===== config.mk =====
export PLATFORM = sky130hd
export DESIGN_NAME = hex_display_scanner
export DESIGN_NICKNAME = d
export VERILOG_FILES = /design/src/rtl/hex_display_scanner.sv
export SDC_FILE = /design/constraint.sdc
export NUM_CORES = 1
export LEC_CHECK = 0
export BUFFER_PORTS_ARGS = -buffer_cell sky130_fd_sc_hd__buf_2
export CORE_MARGIN = 5
export CORE_UTILIZATION = 25
export DETAILED_ROUTE_END_ITERATION = 6
export GPL_TIMING_DRIVEN = 0
export MAX_ROUTING_LAYER = met4
export PLACE_DENSITY_LB_ADDON = 0.15
export SLEW_MARGIN = 30
export SYNTH_ARGS = -nofsm -noshare
export SYNTH_HDL_FRONTEND = slang
export SYNTH_SLANG_ARGS = --single-unit
export TNS_END_PERCENT = 100

===== constraint.sdc =====
create_clock -name clk -period 2.6 [get_ports clk]
set_input_delay 0.52 -clock clk [delete_from_list [all_inputs] [get_ports clk]]
set_output_delay 0.52 -clock clk [all_outputs]
set_load 0.05 [all_outputs]

===== src/rtl/hex_display_scanner.sv =====
// hex_display_scanner
//   Time-multiplexed driver for NUM_DIGITS seven-segment digits on a shared
//   segment bus. A packed hex value plus per-digit enable and blink masks are
//   captured on 'load'. The digits are then scanned round-robin, one slot of
//   REFRESH_DIV clocks per digit. Each slot starts with one all-off cycle to
//   avoid ghosting.
//
// Ports
//   clk                  system clock
//   reset                synchronous, active-high
//   load                 capture value / masks into the shadow registers
//   value                nibble k drives digit k (digit 0 = least significant)
//   digit_enable         0 = digit k forced blank
//   blink_mask           1 = digit k blinks
//   blank_leading_zeros  suppress leading zero digits (digit 0 always shown)
//   seg                  segments, bit0 = a ... bit6 = g (registered)
//   dig_sel              one-hot digit select (registered)
//
// Blink phase
//   state      | meaning
//   PH_VISIBLE | blinking digits are shown
//   PH_HIDDEN  | blinking digits are blanked

module hex_display_scanner #(
    parameter int NUM_DIGITS   = 4,
    parameter int REFRESH_DIV  = 50000,
    parameter int BLINK_FRAMES = 64,
    parameter int ACTIVE_LOW   = 1
) (
    input  logic                      clk,
    input  logic                      reset,
    input  logic                      load,
    input  logic [4*NUM_DIGITS-1:0]   value,
    input  logic [NUM_DIGITS-1:0]     digit_enable,
    input  logic [NUM_DIGITS-1:0]     blink_mask,
    input  logic                      blank_leading_zeros,
    output logic [6:0]                seg,
    output logic [NUM_DIGITS-1:0]     dig_sel
);

    localparam int CNT_W = $clog2(REFRESH_DIV);
    localparam int IDX_W = (NUM_DIGITS > 1) ? $clog2(NUM_DIGITS) : 1;
    localparam int FRM_W = (BLINK_FRAMES > 1) ? $clog2(BLINK_FRAMES) : 1;

    localparam logic [CNT_W-1:0] CNT_LAST = CNT_W'(REFRESH_DIV - 1);
    localparam logic [IDX_W-1:0] IDX_LAST = IDX_W'(NUM_DIGITS - 1);
    localparam logic [FRM_W-1:0] FRM_LAST = FRM_W'(BLINK_FRAMES - 1);

    // XOR masks that turn active-high internal values into pin polarity;
    // they double as the all-off pattern.
    localparam logic [6:0]            SEG_OFF = {7{ACTIVE_LOW != 0}};
    localparam logic [NUM_DIGITS-1:0] DIG_OFF = {NUM_DIGITS{ACTIVE_LOW != 0}};

    typedef enum logic {
        PH_VISIBLE = 1'b0,
        PH_HIDDEN  = 1'b1
    } phase_t;

    logic [4*NUM_DIGITS-1:0] sh_value;
    logic [NUM_DIGITS-1:0]   sh_enable;
    logic [NUM_DIGITS-1:0]   sh_blink;
    logic                    sh_blz;

    logic [CNT_W-1:0] cnt;
    logic [IDX_W-1:0] idx;
    logic [FRM_W-1:0] frame;
    phase_t           phase;

    logic [NUM_DIGITS-1:0] lz_blank;
    logic                  upper_zero;
    logic [3:0]            cur_nib;
    logic                  cur_blank;
    logic [NUM_DIGITS-1:0] cur_onehot;
    logic [6:0]            seg_raw;
    logic [NUM_DIGITS-1:0] dig_raw;

    function automatic logic [6:0] glyph(input logic [3:0] n);
        logic [6:0] g;
        case (n)
            4'h0: g = 7'h3F;
            4'h1: g = 7'h06;
            4'h2: g = 7'h5B;
            4'h3: g = 7'h4F;
            4'h4: g = 7'h66;
            4'h5: g = 7'h6D;
            4'h6: g = 7'h7D;
            4'h7: g = 7'h07;
            4'h8: g = 7'h7F;
            4'h9: g = 7'h6F;
            4'hA: g = 7'h77;
            4'hB: g = 7'h7C;
            4'hC: g = 7'h39;
            4'hD: g = 7'h5E;
            4'hE: g = 7'h79;
            default: g = 7'h71;
        endcase
        return g;
    endfunction

    always_comb begin
        lz_blank   = '0;
        upper_zero = 1'b1;
        cur_nib    = 4'h0;
        cur_blank  = 1'b1;
        cur_onehot = '0;
        seg_raw    = 7'h00;
        dig_raw    = '0;

        // Walk from the most significant digit down: a digit is a leading
        // zero while it and everything above it is zero. Digit 0 is exempt.
        for (int k = NUM_DIGITS - 1; k >= 0; k--) begin
            upper_zero = upper_zero & (sh_value[4*k +: 4] == 4'h0);
            if (k != 0) begin
                lz_blank[k] = sh_blz & upper_zero;
            end
        end

        // Explicit compare per digit keeps idx values past NUM_DIGITS-1
        // (non power-of-two banks) harmless.
        for (int k = 0; k < NUM_DIGITS; k++) begin
            if (idx == IDX_W'(k)) begin
                cur_nib       = sh_value[4*k +: 4];
                cur_blank     = !sh_enable[k]
                              || (sh_blink[k] && (phase == PH_HIDDEN))
                              || lz_blank[k];
                cur_onehot[k] = 1'b1;
            end
        end

        // cnt == 0 is the dead-time cycle at the start of every slot.
        if ((cnt != '0) && !cur_blank) begin
            seg_raw = glyph(cur_nib);
            dig_raw = cur_onehot;
        end
    end

    always_ff @(posedge clk) begin
        if (reset) begin
            sh_value  <= '0;
            sh_enable <= '1;
            sh_blink  <= '0;
            sh_blz    <= 1'b0;
            cnt       <= '0;
            idx       <= '0;
            frame     <= '0;
            phase     <= PH_VISIBLE;
            seg       <= SEG_OFF;
            dig_sel   <= DIG_OFF;
        end else begin
            if (load) begin
                sh_value  <= value;
                sh_enable <= digit_enable;
                sh_blink  <= blink_mask;
                sh_blz    <= blank_leading_zeros;
            end

            seg     <= seg_raw ^ SEG_OFF;
            dig_sel <= dig_raw ^ DIG_OFF;

            if (cnt == CNT_LAST) begin
                cnt <= '0;
                if (idx == IDX_LAST) begin
                    idx <= '0;
                    if (frame == FRM_LAST) begin
                        frame <= '0;
                        phase <= (phase == PH_VISIBLE) ? PH_HIDDEN : PH_VISIBLE;
                    end else begin
                        frame <= frame + FRM_W'(1);
                    end
                end else begin
                    idx <= idx + IDX_W'(1);
                end
            end else begin
                cnt <= cnt + CNT_W'(1);
            end
        end
    end

endmodule


# After elaboration in Yosys (flattened, before gate mapping)
# Memory sizes are Yosys's and may differ from the RTL's.
# Index checks and enable logic that the tools add are counted.
[word_totals]
reg_bits = 61
romBits = 112
inputBits = 28
out_inout_bits = 11
word_cells = 68
memories = 1
[memory_table]
columns = ["name", "words", "word_bits", "rd", "rd_ports_with_merged_regs", "wr", "line_no", "source"]
rows = [
  ["(name not given)", 16, 7, 1, 0, 0, "79", "case (n)"],
]
[op_classes]
add_sub_neg = 3
eq_ne = 5
muxes = 17
bitwise_logic = 7
reduce_logical = 25
[ops]
columns = ["op", "n"]
rows = [
  ["2-to-1 mux 4 bit", 5],
  ["adder 16 x 1 -> 16 bit, second input constant", 1],
  ["== test 16 bit, second input constant", 1],
  ["nonzero test 16 bit", 1],
  ["zero test 4 bit", 3],
  ["2-to-1 mux 1 bit", 9],
  ["logical OR 1 bit", 7],
  ["2-to-1 mux 7 bit", 1],
  ["inverter 7 bit", 1],
  ["adder 6 x 1 -> 6 bit, second input constant", 1],
  ["== test 6 bit, second input constant", 1],
  ["2-to-1 mux 6 bit", 1],
  ["AND 1 bit", 5],
  ["logical AND 1 bit", 5],
  ["zero test 1 bit", 5],
  ["== test 2 bit, second input constant", 2],
  ["inverter 4 bit", 1],
  ["AND reduction 3 bit", 1],
  ["adder 2 x 1 -> 2 bit, second input constant", 1],
  ["== test 2 x 1 -> 1 bit, second input constant", 1],
  ["zero test 2 bit", 1],
  ["2-to-1 mux 2 bit", 1],
  ["AND reduction 2 bit", 1],
  ["OR reduction 2 bit", 1],
]

# Depth between registers and ports, before layout
[depth]
ltp_word = 12
depth_mapped = 11
mapped_depth_nobuf = 10

# Worst setup path after synthesis
# OpenSTA, ideal clock, no wires.
[synth_path]
path_kind = "reg2reg"
startpoint = "register idx[0]"
endpoint = "register seg[3]"
setup_time_ps = 61
arrival_time_ps = 2357
required_time_ps = 2539
slack_ps = 182
path_stages_with_launch = 12
synth_period_minus_slack_ps = 2418
path_cell_list = "dfxtp_1 -> inv_1 -> ha_1 -> clkbuf_1 -> a211o_1 -> a21oi_1 -> a221oi_1 -> inv_1 -> ha_1 -> mux2i_1 -> mux2_2 -> nand2_1"
[synth_via]
elab_chain_cells = 9
[synth_rtl]
columns = ["element", "line_no", "source"]
rows = [
  ["from (decl)", "65", "logic [IDX_W-1:0] idx;"],
  ["from (signal assigned)", "171", "idx <= idx + IDX_W'(1);"],
  ["parallel branches: the longest is 7 deep, another holds memory read (16 x 7 bit)", "n/a", ""],
  ["2-to-1 mux 7 bit (*)", "131", "if ((cnt != '0) && !cur_blank) begin"],
  ["inverter 7 bit (no line) (*)", "n/a", ""],
  ["to (signal assigned)", "157", "seg <= seg_raw ^ SEG_OFF;"],
  ["to (decl)", "37", "output logic [6:0] seg,"],
]
# Every way passes the cells marked *.
# A chain may end at the register's enable or synchronous reset.

# Worst setup path in the final report
# Ends and elaborated chain as after synthesis.

==> summary.txt <==
Status
  – Status: complete, no violations

Power
  – Lkg Pwr: between 1 and 1.5 nW
  – Seq pwr share: 0.428
  – Int Pwr: roughly 0.0018 W
  – Psw: about 0.00056 W
  – Clock power frac: 0.478
  – Sw Share: 0.239
  – VDD IR max: between 300 and 400 uV
  – Tot Pwr: ~0.0023 W
  – Pwr dens: around 670 nW/um2
  – Comb power frac: 0.094

Timing
  – Max Clock Skew: 0.00304 ns
  – Max Clk Rate: between 0.4 and 0.5 GHz
  – Final Cycle Share: 0.924
  – Slew headroom: 0.544
  – Fin Hold WS: 0.410 ns
  – Worst-margin pin slew: just under 0.7 ns
  – Final setup margin: roughly 0.20 ns
  – Min Tclk post-route: about 2.4 ns
  – Final hold vios: 0
  – Final setup fails: 0
  – Slew Limit Fails: 0
  – RSZ-0062 raised after global routing: true

Synth
  – YS warnings: 0
  – Number of flops mapped to enable cells by yosys: 0
  – Async SR Flop Fraction: 0
  – Cells after Synth: approximately 300
  – Sequential area share after synthesis: 0.435
  – Syn avg cell area: 9.27 um2
  – Synth cell types: 45
  – Syn_nets: 344
  – Cell area after synthesis: roughly 2800 um2
  – FF+latch count, synth: 61
  – Synth Flop Type: dfxtp_1

Die
  – Core area: around 11000 um2
  – Ports: 39
  – Placement Rows: 38
  – Die width: 116 um
  – Initial Utilization: 0.257
  – Die area: around 13000 um2
  – Die extent in y: about 120 um

Place
  – Pre-CTS WS: -0.291 ns
  – Port Buffers: 37
  – GPL Wtd Cong: around 0.72
  – DP HPWL: roughly 5000 um
  – Placed Cells: 480

Setup path
  – Worst Path Required: between 2 and 3 ns
  – Setup crit end kind: flop
  – WS Path Type: reg2reg
  – Startpoint type of the worst setup path: flop
  – Worst-path maximum fanout: 10
  – Worst Path Arrival: around 2.6 ns

Routing
  – DRT antenna net count: 0
  – Remaining DRCs: 0
  – DRT iter0 DRCs: 84
  – DR WL/cell: ~14 um
  – Vias per Instance: between 4 and 5
  – Vias: around 2300
  – 1st-pass router iterations: 4
  – Routed WL: 6850 um

Clock tree
  – Clock tree from TritonCTS: yes
  – Hold Buf Count CTS: 0
  – Post-CTS repair timing setup buffer count: 0
  – CTS Buffer Depth: 2
  – CTS sink count: slightly above 60
  – CTS Root Cell: clkbuf_16
  – Clock-pin slew on the worst setup and hold paths: roughly 0.050 ns
  – Worst-skew pair later-pin latency: approximately 0.33 ns
  – H-tree depth: 3
  – Clock buffer count from CTS: 9

Global route
  – Remaining Overflow, GRT: 0
  – Largest net degree at the start of global routing: 11
  – GRT Total Usage: 0.111
  – First-pass GRT wire length: around 11000 um
  – Vias in the first global route: 2214
  – Initial antenna violation count: 0

Layout
  – Final nets: ~390
  – Fill cells: approximately 1200
  – Fraction of layout cells with a size suffix above 1: 0.189
  – # diodes: 0
  – Non-Filler Instances: roughly 500
  – Area Growth Syn to Fin: 24.7%

Min path
  – Min-Delay Path Class: in2reg

Job
  – Maxcap violations: 0
## critical path, cell delays in order, from the launching register on
cell,delay (ns)
dfxtp_1,0.34
ha_1,0.20
clkbuf_1,0.19
buf_2,0.27
a221oi_4,0.42
inv_1,0.17
ha_1,0.34
mux2i_1,0.13
mux2_2,0.16
nand2_1,0.04
## state kept, by name, summed over array words and instances, names as in the netlist
register,flops
frame,6
seg,7
cnt,16
phase,1
dig_sel,4
sh_enable,4
sh_blink,4
sh_value,16
sh_blz,1
idx,2
## synth_stat cells (3+ instances only)
cell type | count | share of area
nand2_1 | 27 | 0.036
a211oi_1 | 4 | 0.011
inv_1 | 11 | 0.015
a21oi_1 | 10 | 0.018
nand3_1 | 7 | 0.012
o21ai_0 | 3 | 0.0053
a211o_1 | 5 | 0.016
ha_1 | 13 | 0.058
or3_1 | 3 | 0.0067
xnor2_1 | 7 | 0.022
nor2b_1 | 8 | 0.018
dfxtp_1 | 61 | 0.43
nand3b_1 | 3 | 0.0080
clkbuf_1 | 10 | 0.013
mux2i_1 | 26 | 0.093
o221ai_1 | 6 | 0.019
nor2_1 | 48 | 0.064
nand4_1 | 6 | 0.013
xor2_1 | 10 | 0.031
## path summary, 6_finish.rpt
kind | start | end | slack (ns) | depth (start not counted)
min | digit_enable[3] | sh_enable[3] | 0.41 | 3
min reg2reg | cnt[0] | cnt[0] | 0.48 | 1
max | idx[0] | seg[3] | 0.20 | 9
max reg2reg | idx[0] | seg[3] | 0.20 | 9
## layout by cell type, fill, tap and decap left out, types with 2 or more instances in the layout
cell type  count
a211o_1        5
a211oi_1       3
a21oi_1        9
a31oi_1        2
and4_1         2
buf_2         39
clkbuf_1      10
clkbuf_16      9
clkbuf_8       3
dfxtp_1       61
ha_1          13
inv_1         11
mux2i_1       26
nand2_1       27
nand2b_1       2
nand3_1        7
nand3b_1       3
nand4_1        6
nor2_1        48
nor2b_1        7
nor3b_1        2
nor4_1         2
o21ai_0        3
o221ai_1       6
or3_1          3
or4_1          2
xnor2_1        7
xor2_1        10
## cell type report
| cell class | count | area, um2 | share of cell area |
|---|---|---|---|
| Multi-Input combinational cell | 218 | 1550 | 0.443 |
| Timing Repair Buffer | 37 | 185 | 0.0529 |
| Clock inverter | 1 | 5.00 | 0.00143 |
| Tap cell | 140 | 175 | 0.0500 |
| Buffer | 12 | 48.8 | 0.0139 |
| Clock buffer | 14 | 274 | 0.0782 |
| Sequential cell | 61 | 1220 | 0.349 |
| Inverter | 11 | 41.3 | 0.0118 |
## power by group through the flow
stage	sequential (W)	clock [W]	combinational, W
final	0.000999	0.00112	0.000219
after global routing	0.00100	0.00119	0.000243
after CTS	0.000998	0.00116	0.000218
after detailed placement	0.00102	0	0.000216
after global placement	0.00102	0	0.000216
after floorplan	0.00105	0	0.000111
## logic make-up after synthesis
kind of cell	share of synthesized area
muxes	0.0966
buffers and inverters	0.0329
DFF	0.435
and+or+nand+nor	0.223
adders and majority gates	0.0579
AOI/OAI and AO/OA	0.102
xor gates and xnor gates	0.0530
## layer usage
metal,up-vias,global-route usage,wire (um)
li1,1151,-,-
met1,1071,0.135,3310
met2,42,0.166,3090
met3,9,0.0376,313
met4,0,0.0534,138
met5,-,-,0
## per-stage QoR
stage                     setup TNS (ns)  instance area [um2]   util
after floorplan                        0                 2810      -
after global placement             -1.40                 3170  0.290
after detailed placement           -1.25                 3170  0.290
after CTS                              0                 3460  0.317
after global routing             -0.0112                 3500  0.320
final                                  0                 3500  0.320
## repair_timing
action / in CTS / in global routing
pin swaps: 1 / 2
gates cloned: 0 / 0
resized for setup: 3 / 7
setup endpoints to repair: 7 / 7
Note: power is estimated with default switching activity, not from simulation.
